===== config.mk =====
export PLATFORM = sky130hd
export DESIGN_NAME = pmem_uart_loader
export DESIGN_NICKNAME = d
export VERILOG_FILES = /design/src/rtl/mcu_pkg.sv /design/src/rtl/uart_rx.sv /design/src/rtl/pmem_uart_loader.sv
export SDC_FILE = /design/constraint.sdc
export NUM_CORES = 1
export LEC_CHECK = 0
export CELL_PAD_IN_SITES_DETAIL_PLACEMENT = 2
export CELL_PAD_IN_SITES_GLOBAL_PLACEMENT = 2
export CORE_MARGIN = 2
export CORE_UTILIZATION = 35
export DETAILED_ROUTE_END_ITERATION = 7
export PLACE_DENSITY_LB_ADDON = 0.1
export SYNTH_ARGS = -nofsm -noshare
export SYNTH_HDL_FRONTEND = slang
export SYNTH_SLANG_ARGS = --single-unit

===== constraint.sdc =====
create_clock -name clk -period 2 [get_ports clk]
set_clock_uncertainty 0.2 [all_clocks]
set_input_delay 0.6 -clock clk [delete_from_list [all_inputs] [get_ports clk]]
set_output_delay 0.6 -clock clk [all_outputs]
set_load 0.005 [all_outputs]

===== src/rtl/mcu_pkg.sv =====
// Shared types and widths for the program-memory UART loader.
package mcu_pkg;

  localparam int unsigned INSTR_W = 12;
  localparam int unsigned ADDR_W  = 8;
  localparam logic [3:0]  HDR_TAG = 4'hA;

  typedef enum logic [1:0] {
    IDLE,
    START,
    DATA,
    STOP
  } rx_state_t;

  typedef enum logic [1:0] {
    WAIT_HI,
    WAIT_LO,
    DONE
  } asm_state_t;

endpackage


===== src/rtl/uart_rx.sv =====
// 8N1 UART receiver: 2-flop synchroniser, mid-bit sampling, stop-bit check.
module uart_rx
  import mcu_pkg::*;
#(
  parameter int unsigned CLKS_PER_BIT = 16
) (
  input  logic       clk,
  input  logic       rst_n,
  input  logic       rx,
  output logic [7:0] byte_out,
  output logic       byte_valid,
  output logic       frame_err
);

  localparam int unsigned CW = $clog2(CLKS_PER_BIT);
  localparam logic [CW-1:0] FULL_M1 = CW'(CLKS_PER_BIT - 1);
  localparam logic [CW-1:0] HALF_M1 = CW'(CLKS_PER_BIT / 2 - 1);

  logic          rx_meta, rx_sync, rx_prev;
  rx_state_t     state, state_n;
  logic [CW-1:0] cnt, cnt_n;
  logic [2:0]    bit_idx, bit_idx_n;
  logic [7:0]    shreg, shreg_n;
  logic          valid_n, ferr_n;

  // rx_prev is a third stage used only to detect the start-bit falling edge
  always_ff @(posedge clk or negedge rst_n) begin
    if (!rst_n) begin
      rx_meta <= 1'b1;
      rx_sync <= 1'b1;
      rx_prev <= 1'b1;
    end else begin
      rx_meta <= rx;
      rx_sync <= rx_meta;
      rx_prev <= rx_sync;
    end
  end

  always_ff @(posedge clk or negedge rst_n) begin
    if (!rst_n) begin
      state      <= IDLE;
      cnt        <= '0;
      bit_idx    <= '0;
      shreg      <= '0;
      byte_valid <= 1'b0;
      frame_err  <= 1'b0;
    end else begin
      state      <= state_n;
      cnt        <= cnt_n;
      bit_idx    <= bit_idx_n;
      shreg      <= shreg_n;
      byte_valid <= valid_n;
      frame_err  <= ferr_n;
    end
  end

  always_comb begin
    state_n   = state;
    cnt_n     = cnt;
    bit_idx_n = bit_idx;
    shreg_n   = shreg;
    valid_n   = 1'b0;
    ferr_n    = 1'b0;
    case (state)
      IDLE: begin
        if (rx_prev && !rx_sync) begin
          state_n   = START;
          cnt_n     = '0;
          bit_idx_n = '0;
        end
      end
      START: begin
        if (cnt == HALF_M1) begin
          cnt_n   = '0;
          state_n = rx_sync ? IDLE : DATA;
        end else begin
          cnt_n = cnt + 1'b1;
        end
      end
      DATA: begin
        if (cnt == FULL_M1) begin
          cnt_n   = '0;
          shreg_n = {rx_sync, shreg[7:1]};
          if (bit_idx == 3'd7) begin
            state_n = STOP;
          end else begin
            bit_idx_n = bit_idx + 1'b1;
          end
        end else begin
          cnt_n = cnt + 1'b1;
        end
      end
      STOP: begin
        if (cnt == FULL_M1) begin
          cnt_n   = '0;
          state_n = IDLE;
          if (rx_sync) begin
            valid_n = 1'b1;
          end else begin
            ferr_n = 1'b1;
          end
        end else begin
          cnt_n = cnt + 1'b1;
        end
      end
      default: state_n = IDLE;
    endcase
  end

  assign byte_out = shreg;

endmodule


===== src/rtl/pmem_uart_loader.sv =====
// Loads a program over UART: byte pairs {A,hi nibble},{low byte} become
// 12-bit instructions written sequentially into program memory.
module pmem_uart_loader
  import mcu_pkg::*;
#(
  parameter int unsigned CLKS_PER_BIT = 16,
  parameter int unsigned PROG_DEPTH   = 10
) (
  input  logic               clk,
  input  logic               rst_n,
  input  logic               rx,
  input  logic               load_en,
  output logic [ADDR_W-1:0]  load_addr,
  output logic [INSTR_W-1:0] load_instr,
  output logic               load_we,
  output logic               load_done,
  output logic               frame_err,
  output logic               sync_err
);

  localparam logic [ADDR_W-1:0] LAST = ADDR_W'(PROG_DEPTH - 1);

  logic [7:0]         rx_byte;
  logic               rx_valid;

  asm_state_t         state, state_n;
  logic [3:0]         hi_nib, hi_nib_n;
  logic               load_en_d, load_en_rise;
  logic               inc_pend, inc_pend_n;
  logic               last_wr, last_wr_n;
  logic [ADDR_W-1:0]  addr_n;
  logic [INSTR_W-1:0] instr_n;
  logic               we_n, done_n, serr_n;

  uart_rx #(
    .CLKS_PER_BIT(CLKS_PER_BIT)
  ) u_rx (
    .clk       (clk),
    .rst_n     (rst_n),
    .rx        (rx),
    .byte_out  (rx_byte),
    .byte_valid(rx_valid),
    .frame_err (frame_err)
  );

  assign load_en_rise = load_en && !load_en_d;

  always_ff @(posedge clk or negedge rst_n) begin
    if (!rst_n) begin
      state      <= WAIT_HI;
      hi_nib     <= '0;
      load_en_d  <= 1'b0;
      inc_pend   <= 1'b0;
      last_wr    <= 1'b0;
      load_addr  <= '0;
      load_instr <= '0;
      load_we    <= 1'b0;
      load_done  <= 1'b0;
      sync_err   <= 1'b0;
    end else begin
      state      <= state_n;
      hi_nib     <= hi_nib_n;
      load_en_d  <= load_en;
      inc_pend   <= inc_pend_n;
      last_wr    <= last_wr_n;
      load_addr  <= addr_n;
      load_instr <= instr_n;
      load_we    <= we_n;
      load_done  <= done_n;
      sync_err   <= serr_n;
    end
  end

  // The address advances two edges after the write decision so it is stable
  // for the whole strobe; last_wr remembers whether that write was the final one.
  always_comb begin
    state_n    = state;
    hi_nib_n   = hi_nib;
    inc_pend_n = 1'b0;
    last_wr_n  = last_wr;
    addr_n     = load_addr;
    instr_n    = load_instr;
    we_n       = 1'b0;
    done_n     = load_done;
    serr_n     = 1'b0;

    if (load_we) begin
      if (last_wr) begin
        done_n = 1'b1;
      end else begin
        inc_pend_n = 1'b1;
      end
    end
    if (inc_pend) begin
      addr_n = load_addr + 1'b1;
    end

    if (load_en_rise) begin
      state_n    = WAIT_HI;
      addr_n     = '0;
      done_n     = 1'b0;
      inc_pend_n = 1'b0;
      last_wr_n  = 1'b0;
    end else if (!load_en) begin
      state_n = WAIT_HI;
    end else if (frame_err && state == WAIT_LO) begin
      state_n = WAIT_HI;
    end else if (rx_valid) begin
      case (state)
        WAIT_HI: begin
          if (rx_byte[7:4] == HDR_TAG) begin
            hi_nib_n = rx_byte[3:0];
            state_n  = WAIT_LO;
          end else begin
            serr_n = 1'b1;
          end
        end
        WAIT_LO: begin
          instr_n   = INSTR_W'({hi_nib, rx_byte});
          we_n      = 1'b1;
          last_wr_n = (load_addr == LAST);
          state_n   = (load_addr == LAST) ? DONE : WAIT_HI;
        end
        default: ;
      endcase
    end
  end

endmodule


==> impl_metrics.env, run 1 <==
export IMPL_arrival_ns=1.13
export IMPL_seq_area_sq_um=1360
export IMPL_hold_viol=0
export IMPL_synth_top_family_by_area="multiplexers"
export IMPL_min_period_over_period=0.967
export IMPL_synthMuxAreaShare=0.140
export IMPL_p_total_w=0.00239
export IMPL_portBuffers=27
export IMPL_ant_nets=0
export IMPL_fp_dieH_microns=86.1
export IMPL_ys_flop_type="dfrtp_1"
export IMPL_path_cells="clkdlybuf4s50_1"
export IMPL_drt_initial_drc_count=41
export IMPL_wl_per_cell_microns=17.3
export IMPL_fmax_ghz=0.517
export IMPL_place_gp_congestion=0.747
export IMPL_yosysWarnings=0
export IMPL_final_nets=251
export IMPL_grt_pass1_vias=1876
export IMPL_hold_path_class="flop to flop"
export IMPL_cts_max_level=2
export IMPL_status="finished, final reports clean"
export IMPL_max_cap_viol_count=0
export IMPL_cts_buffers_inserted=5
export IMPL_grt_max_degree=29
export IMPL_end_kind="output pin"
export IMPL_nFillCells=659
export IMPL_vias_per_cell=5.08
export IMPL_die_area_sq_um=7410
export IMPL_synthAdderAreaFrac=0.0265
export IMPL_synth_avg_cell_area_sq_um=12.6
export IMPL_slew_headroom=0.687
export IMPL_async_flop_share=1.00
export IMPL_syn_inst=187
export IMPL_clock_sinks=54
export IMPL_ys_top_cells_by_count="51 x dfrtp_1, 16 x mux2_2, 11 x nor2_1"
export IMPL_grt_overflow_total=0
export IMPL_synthSimpleGateAreaFrac=0.126
export IMPL_rows=29
export IMPL_crit_buf_inv=1
export IMPL_cpMaxStageDelayCell="clkdlybuf4s50_1"
export IMPL_drcViolationCount=0
export IMPL_synth_top_area_cell="dfrtp_1"
export IMPL_synth_cell_type_count=46
export IMPL_multi_input_area_sq_um=930
export IMPL_pwr_density_cell_nw_per_um2=785
export IMPL_irDropWorstVdd_v=0.000316
export IMPL_synth_most_common_cell="dfrtp_1"
export IMPL_min_period_ns=1.93
export IMPL_hpwlAfterDp_microns=4010
export IMPL_io_pins=28
export IMPL_synthToLayoutAreaGrowth_pct=29.2
export IMPL_synth_edf_count=0
export IMPL_initial_utilization=0.367
export IMPL_grt_pass1_wl_microns=9580
export IMPL_num_antenna_cells=0
export IMPL_clockBufferDepth=2
export IMPL_first_pass_iters=4
export IMPL_dr_total_vias=1624
export IMPL_grt_usage=0.164
export IMPL_tightest_slew_ns=0.463
export IMPL_die_width_microns=86.1
export IMPL_core_area_sq_um=6420
export IMPL_p_leak_nw=1.76
export IMPL_antenna_found_initial=0
export IMPL_cp_top_family="buffers and inverters"
export IMPL_slowest_delay_ns=0.49
export IMPL_clkTransAtPathRegs_ns=0.10
export IMPL_yosysSeqAreaShare=0.575
export IMPL_crit_fanout=1
export IMPL_worstPathRequired_ns=1.20
export IMPL_path_class="flop to output pin"
export IMPL_synth_fp_nets=196
export IMPL_ys_seq_elements=54
export IMPL_clk_latency_ns=0.30
export IMPL_drt_total_wl_microns=5540
export IMPL_cts_tree="done"
export IMPL_drive_gt1_frac=0.296
export IMPL_netlist_area_sq_um=2360
export IMPL_grt_setup_unrepaired="no"
export IMPL_cp_start_kind="flop"
export IMPL_post_route_util=0.474
export IMPL_synth_area_leaders="dfrtp_1 54%, mux2_2 7.6%, mux2_4 5.1%, dfstp_2 3.3%, ha_1 2.7%"
export IMPL_cts_root_buffer="clkbuf_8"
export IMPL_setup_viol=0
export IMPL_drv_slew=0
export IMPL_synth_compound_area_frac=0.0839
export IMPL_synth_top_cell_area_share=0.541
export IMPL_synth_xor_area_share=0.0149
final cells by class:
type / count / share of cell area
tap: 77 / 0.0316
clock inverter: 2 / 0.00575
inverter: 10 / 0.0123
sequential: 54 / 0.445
timing repair buffer: 55 / 0.173
clock buffer: 6 / 0.0271
multi-input combinational: 116 / 0.305
flip-flops by register name, summed over array words and instances, names as in the netlist, named ones only:
name,flops
u_rx.frame_err,1
u_rx.rx_sync,1
last_wr,1
u_rx.state,1
u_rx.rx_meta,1
u_rx.bit_idx,3
load_instr,12
load_addr,8
inc_pend,1
u_rx.byte_out,8
u_rx.rx_prev,1
state,2
load_we,1
hi_nib,4
u_rx.cnt,4
sync_err,1
u_rx.byte_valid,1
load_done,1
load_en_d,1
cells in the final DEF (no fill, tap or decap), types with 2 or more instances in the layout:
| master | Yosys | routed |
|---|---|---|
| dfstp_2 | 3 | 3 |
| o21ai_0 | 8 | 8 |
| mux2_4 | 8 | 8 |
| dlygate4sd2_1 | 0 | 9 |
| xor2_1 | 3 | 3 |
| nand2_1 | 8 | 8 |
| nor2_1 | 11 | 10 |
| clkbuf_8 | 0 | 6 |
| buf_12 | 0 | 2 |
| nand4_1 | 3 | 3 |
| ha_1 | 5 | 5 |
| a221o_1 | 2 | 2 |
| buf_4 | 1 | 25 |
| and3_1 | 2 | 2 |
| and3_2 | 2 | 2 |
| nor3b_1 | 5 | 5 |
| dlymetal6s2s_1 | 0 | 14 |
| a21oi_1 | 7 | 7 |
| or3_1 | 3 | 3 |
| dfrtp_1 | 51 | 50 |
| a211oi_1 | 2 | 2 |
| clkinv_4 | 0 | 2 |
| nand3_1 | 3 | 3 |
| mux2_2 | 16 | 16 |
| o31ai_1 | 2 | 2 |
| mux2i_1 | 3 | 3 |
| clkdlybuf4s50_1 | 0 | 3 |
| nor2b_1 | 2 | 2 |
| inv_1 | 10 | 10 |
final timing paths:
path,from,endpoint,slack [ns],depth (start not counted)
worst max-delay path,sync_err,sync_err,0.07,1
worst min-delay path,u_rx.rx_meta,u_rx.rx_sync,0.17,0
worst max register to register,u_rx.cnt[0],u_rx.byte_out[0],0.12,5
worst min register to register,u_rx.rx_meta,u_rx.rx_sync,0.17,0
max in group asynchronous,rst_n,u_rx.rx_meta,0.54,3
min in group asynchronous,rst_n,load_addr[7],0.52,2
routing by layer:
metal	wire length (microns)	up-vias	GRT usage	part of all wire
li1	-	774	-	-
met1	2400	826	0.213	0.43
met2	2950	20	0.285	0.53
met3	158	4	0.0327	0.029
met4	36	0	0.0346	0.0065
met5	0	-	0	0
power breakdown:
part           internal, W  switching (W)
clock network     0.000286       0.000361
registers          0.00117      0.0000711
logic             0.000230       0.000269
per-stage QoR:
stage	setup slack [ns]	hold WS [ns]	area, sq um	setup TNS, ns	cells
4_1_cts	0.00165	0.181	2970	0	315
5_1_grt	0.00838	0.189	3050	0	320
3_3_place_gp	-0.173	0.148	2800	-2.50	297
3_5_place_dp	-0.271	0.158	2800	-3.61	297
2_1_floorplan	0.190	0.104	2360	0	187
6_report	0.0669	0.174	3050	0	320
kinds of logic after synthesis:
family | after synthesis
AO/OA/AOI/OAI | 30
XOR/XNOR | 4
adder cells (fa/ha/maj) | 5
buffers and inverters | 17
flip-flops | 54
multiplexers | 27
AND/OR/NAND/NOR | 50
timing repair:
item	4_1_cts	5_1_grt
hold buffers	1	0
gates resized for setup	10	16
endpoints found under the setup margin	15	24
buffers inserted	9	5
hold endpoints to repair	11	0
Power figures use the tool's default switching activity.
==> inputs of run 2 (changes only) <==
--- a/config.mk
+++ b/config.mk
@@ -5,6 +5,7 @@
 export SDC_FILE = /design/constraint.sdc
 export NUM_CORES = 1
 export LEC_CHECK = 0
+export CAP_MARGIN = 20
 export CELL_PAD_IN_SITES_DETAIL_PLACEMENT = 2
 export CELL_PAD_IN_SITES_GLOBAL_PLACEMENT = 2
 export CORE_MARGIN = 2
==> constraint.sdc (replaced) <==
create_clock -name clk -period 2 [get_ports clk]
set_clock_uncertainty 0.2 [all_clocks]
set_input_delay 0.6 -clock clk [delete_from_list [all_inputs] [get_ports clk]]
set_output_delay 0.6 -clock clk [all_outputs]
set_load 0.05 [all_outputs]
==> run 2 against run 1 <==
Against the previous run: clock power fell by 4.8%; non-clock buffer count fell by 17; register-to-register slack improved by 0.05 ns; critical path depth rose by 4; fmax rose by 2.4%.
==> impl_metrics.env, run 2 (synthesis results as in run 1) <==
export IMPL_clk_latency_ns=0.31
export IMPL_final_nets=234
export IMPL_arrival_ns=1.88
export IMPL_num_antenna_cells=0
export IMPL_status="finished, final reports clean"
export IMPL_busiest_layer="met2"
export IMPL_gr_usage_met2=0.281
export IMPL_slew_headroom=0.682
export IMPL_cts_buffers_inserted=5
export IMPL_tightest_slew_ns=0.471
export IMPL_r2r_slack_ns=0.17
export IMPL_hold_viol=0
export IMPL_instances_no_fill=303
export IMPL_initial_utilization=0.367
export IMPL_cp_start_kind="input port"
export IMPL_core_area_sq_um=6420
export IMPL_max_cap_viol_count=0
export IMPL_final_common_cell="dfrtp_1"
export IMPL_drv_slew=0
export IMPL_ant_nets=0
export IMPL_cts_tree="done"
export IMPL_use_met3=0.0356
export IMPL_post_route_util=0.486
export IMPL_grt_max_degree=55
export IMPL_top_register="load_instr"
export IMPL_crit_fanout=14
export IMPL_whs_ns=0.0689
export IMPL_grt_pass1_wl_microns=9420
export IMPL_place_gp_congestion=0.707
export IMPL_reg2reg_to="u_rx.byte_out[5]"
export IMPL_dp_slack_ns=-0.272
export IMPL_layout_setup_ws_ns=0.112
export IMPL_portBuffers=27
export IMPL_cp_startpoint="load_en"
export IMPL_drive_gt1_frac=0.345
export IMPL_end_kind="flop"
export IMPL_die_width_microns=86.1
export IMPL_ff2ff_path_depth=5
export IMPL_min_period_over_period=0.944
export IMPL_largest_register_ffs=12
export IMPL_pwr_density_cell_nw_per_um2=756
export IMPL_placedInstanceArea_sq_um=3030
export IMPL_irDropWorstVdd_v=0.000405
export IMPL_hold_path_class="input port to async pin"
export IMPL_layout_common_cells="51 x dfrtp_1, 26 x buf_12, 16 x mux2_2, 10 x inv_1, 10 x nor2_1"
export IMPL_dr_total_vias=1587
export IMPL_path_class="input port to flop"
export IMPL_grt_overflow_total=0
export IMPL_post_cts_buffers=0
export IMPL_wl_per_cell_microns=17.8
export IMPL_clockBufferDepth=2
export IMPL_die_area_sq_um=7410
export IMPL_hpwlAfterDp_microns=4020
export IMPL_use_met1=0.216
export IMPL_clkTransAtPathRegs_ns=0.10
export IMPL_grt_setup_unrepaired="no"
export IMPL_synthToLayoutAreaGrowth_pct=32.3
export IMPL_antenna_found_initial=0
export IMPL_placedCellCount=295
export IMPL_clock_sinks=54
export IMPL_fmax_ghz=0.530
export IMPL_grt_pass1_vias=1798
export IMPL_min_period_ns=1.89
export IMPL_grt_usage=0.164
export IMPL_setup_viol=0
export IMPL_worstPathRequired_ns=1.99
export IMPL_cts_root_buffer="clkbuf_8"
export IMPL_drt_initial_drc_count=46
export IMPL_drt_total_wl_microns=5400
export IMPL_fp_dieH_microns=86.1
export IMPL_drcViolationCount=0
export IMPL_cts_max_level=2
export IMPL_first_pass_iters=4
export IMPL_rows=29
export IMPL_vias_per_cell=5.24
export IMPL_r2r_start="u_rx.cnt[0]"
export IMPL_io_pins=28
export IMPL_final_cell_area_sq_um=3120
export IMPL_p_leak_nw=1.47
[run 2: changes by cell type in the layout (fill, tap and decap cells not counted), sizes merged]
cell / previous run / this run
buf: 28 / 36
clkdlybuf4s50: 3 / 2
clkinv: 2 / 0
clkinvlp: 0 / 2
dlygate4sd2: 9 / 0
dlygate4sd3: 1 / 0
dlymetal6s2s: 14 / 0
[run 2: worst max-delay path by stage]
stage | end | slack, ns | cells past startpoint
2_1_floorplan | load_instr[0] | 0.03 | 4
3_3_place_gp | load_instr[4] | -0.17 | 5
3_5_place_dp | load_instr[2] | -0.27 | 5
4_1_cts | load_instr[2] | 0.06 | 5
5_1_grt | hi_nib[2] | 0.04 | 4
6_report | load_instr[2] | 0.11 | 5
[run 2: timing repair]
| item | 4_1_cts | 5_1_grt |
|---|---|---|
| endpoints found under the setup margin | 0 | 4 |
| hold buffers | 0 | 0 |
| gates resized for setup | 0 | 2 |
[run 2: report_power, final]
group          total [W]  internal, W  switching (W)
logic           0.000487     0.000223       0.000264
registers        0.00126      0.00117      0.0000816
clock network   0.000616     0.000248       0.000368
[run 2: routing by layer]
| metal | up-vias | share of wire |
|---|---|---|
| li1 | 738 | - |
| met2 | 24 | 0.51 |
| met4 | 0 | 0.0070 |
| met1 | 821 | 0.45 |
| met3 | 4 | 0.029 |
| met5 | - | 0 |
[run 2: final cells by class]
class	instances	area (sq um)
clock inverter	2	15.0
tap	77	96.3
clock buffer	6	72.6
multi-input combinational	116	930
sequential	54	1360
timing repair buffer	38	613
inverter	10	37.5
fill	618	3300
[run 2: critical path, cell delays in order]
cell and delay, ns:
clkdlybuf4s50_1 0.49, nand2_1 0.09, nor2_2 0.18, buf_12 0.17, mux2_2 0.35
[run 2: metrics by stage]
| stage | power [W] | TNS, ns |
|---|---|---|
| 3_5_place_dp | 0.00176 | -3.83 |
| 5_1_grt | 0.00253 | 0 |
| 6_report | 0.00236 | 0 |
| 2_1_floorplan | 0.00156 | 0 |
| 3_3_place_gp | 0.00172 | -2.52 |
| 4_1_cts | 0.00240 | 0 |
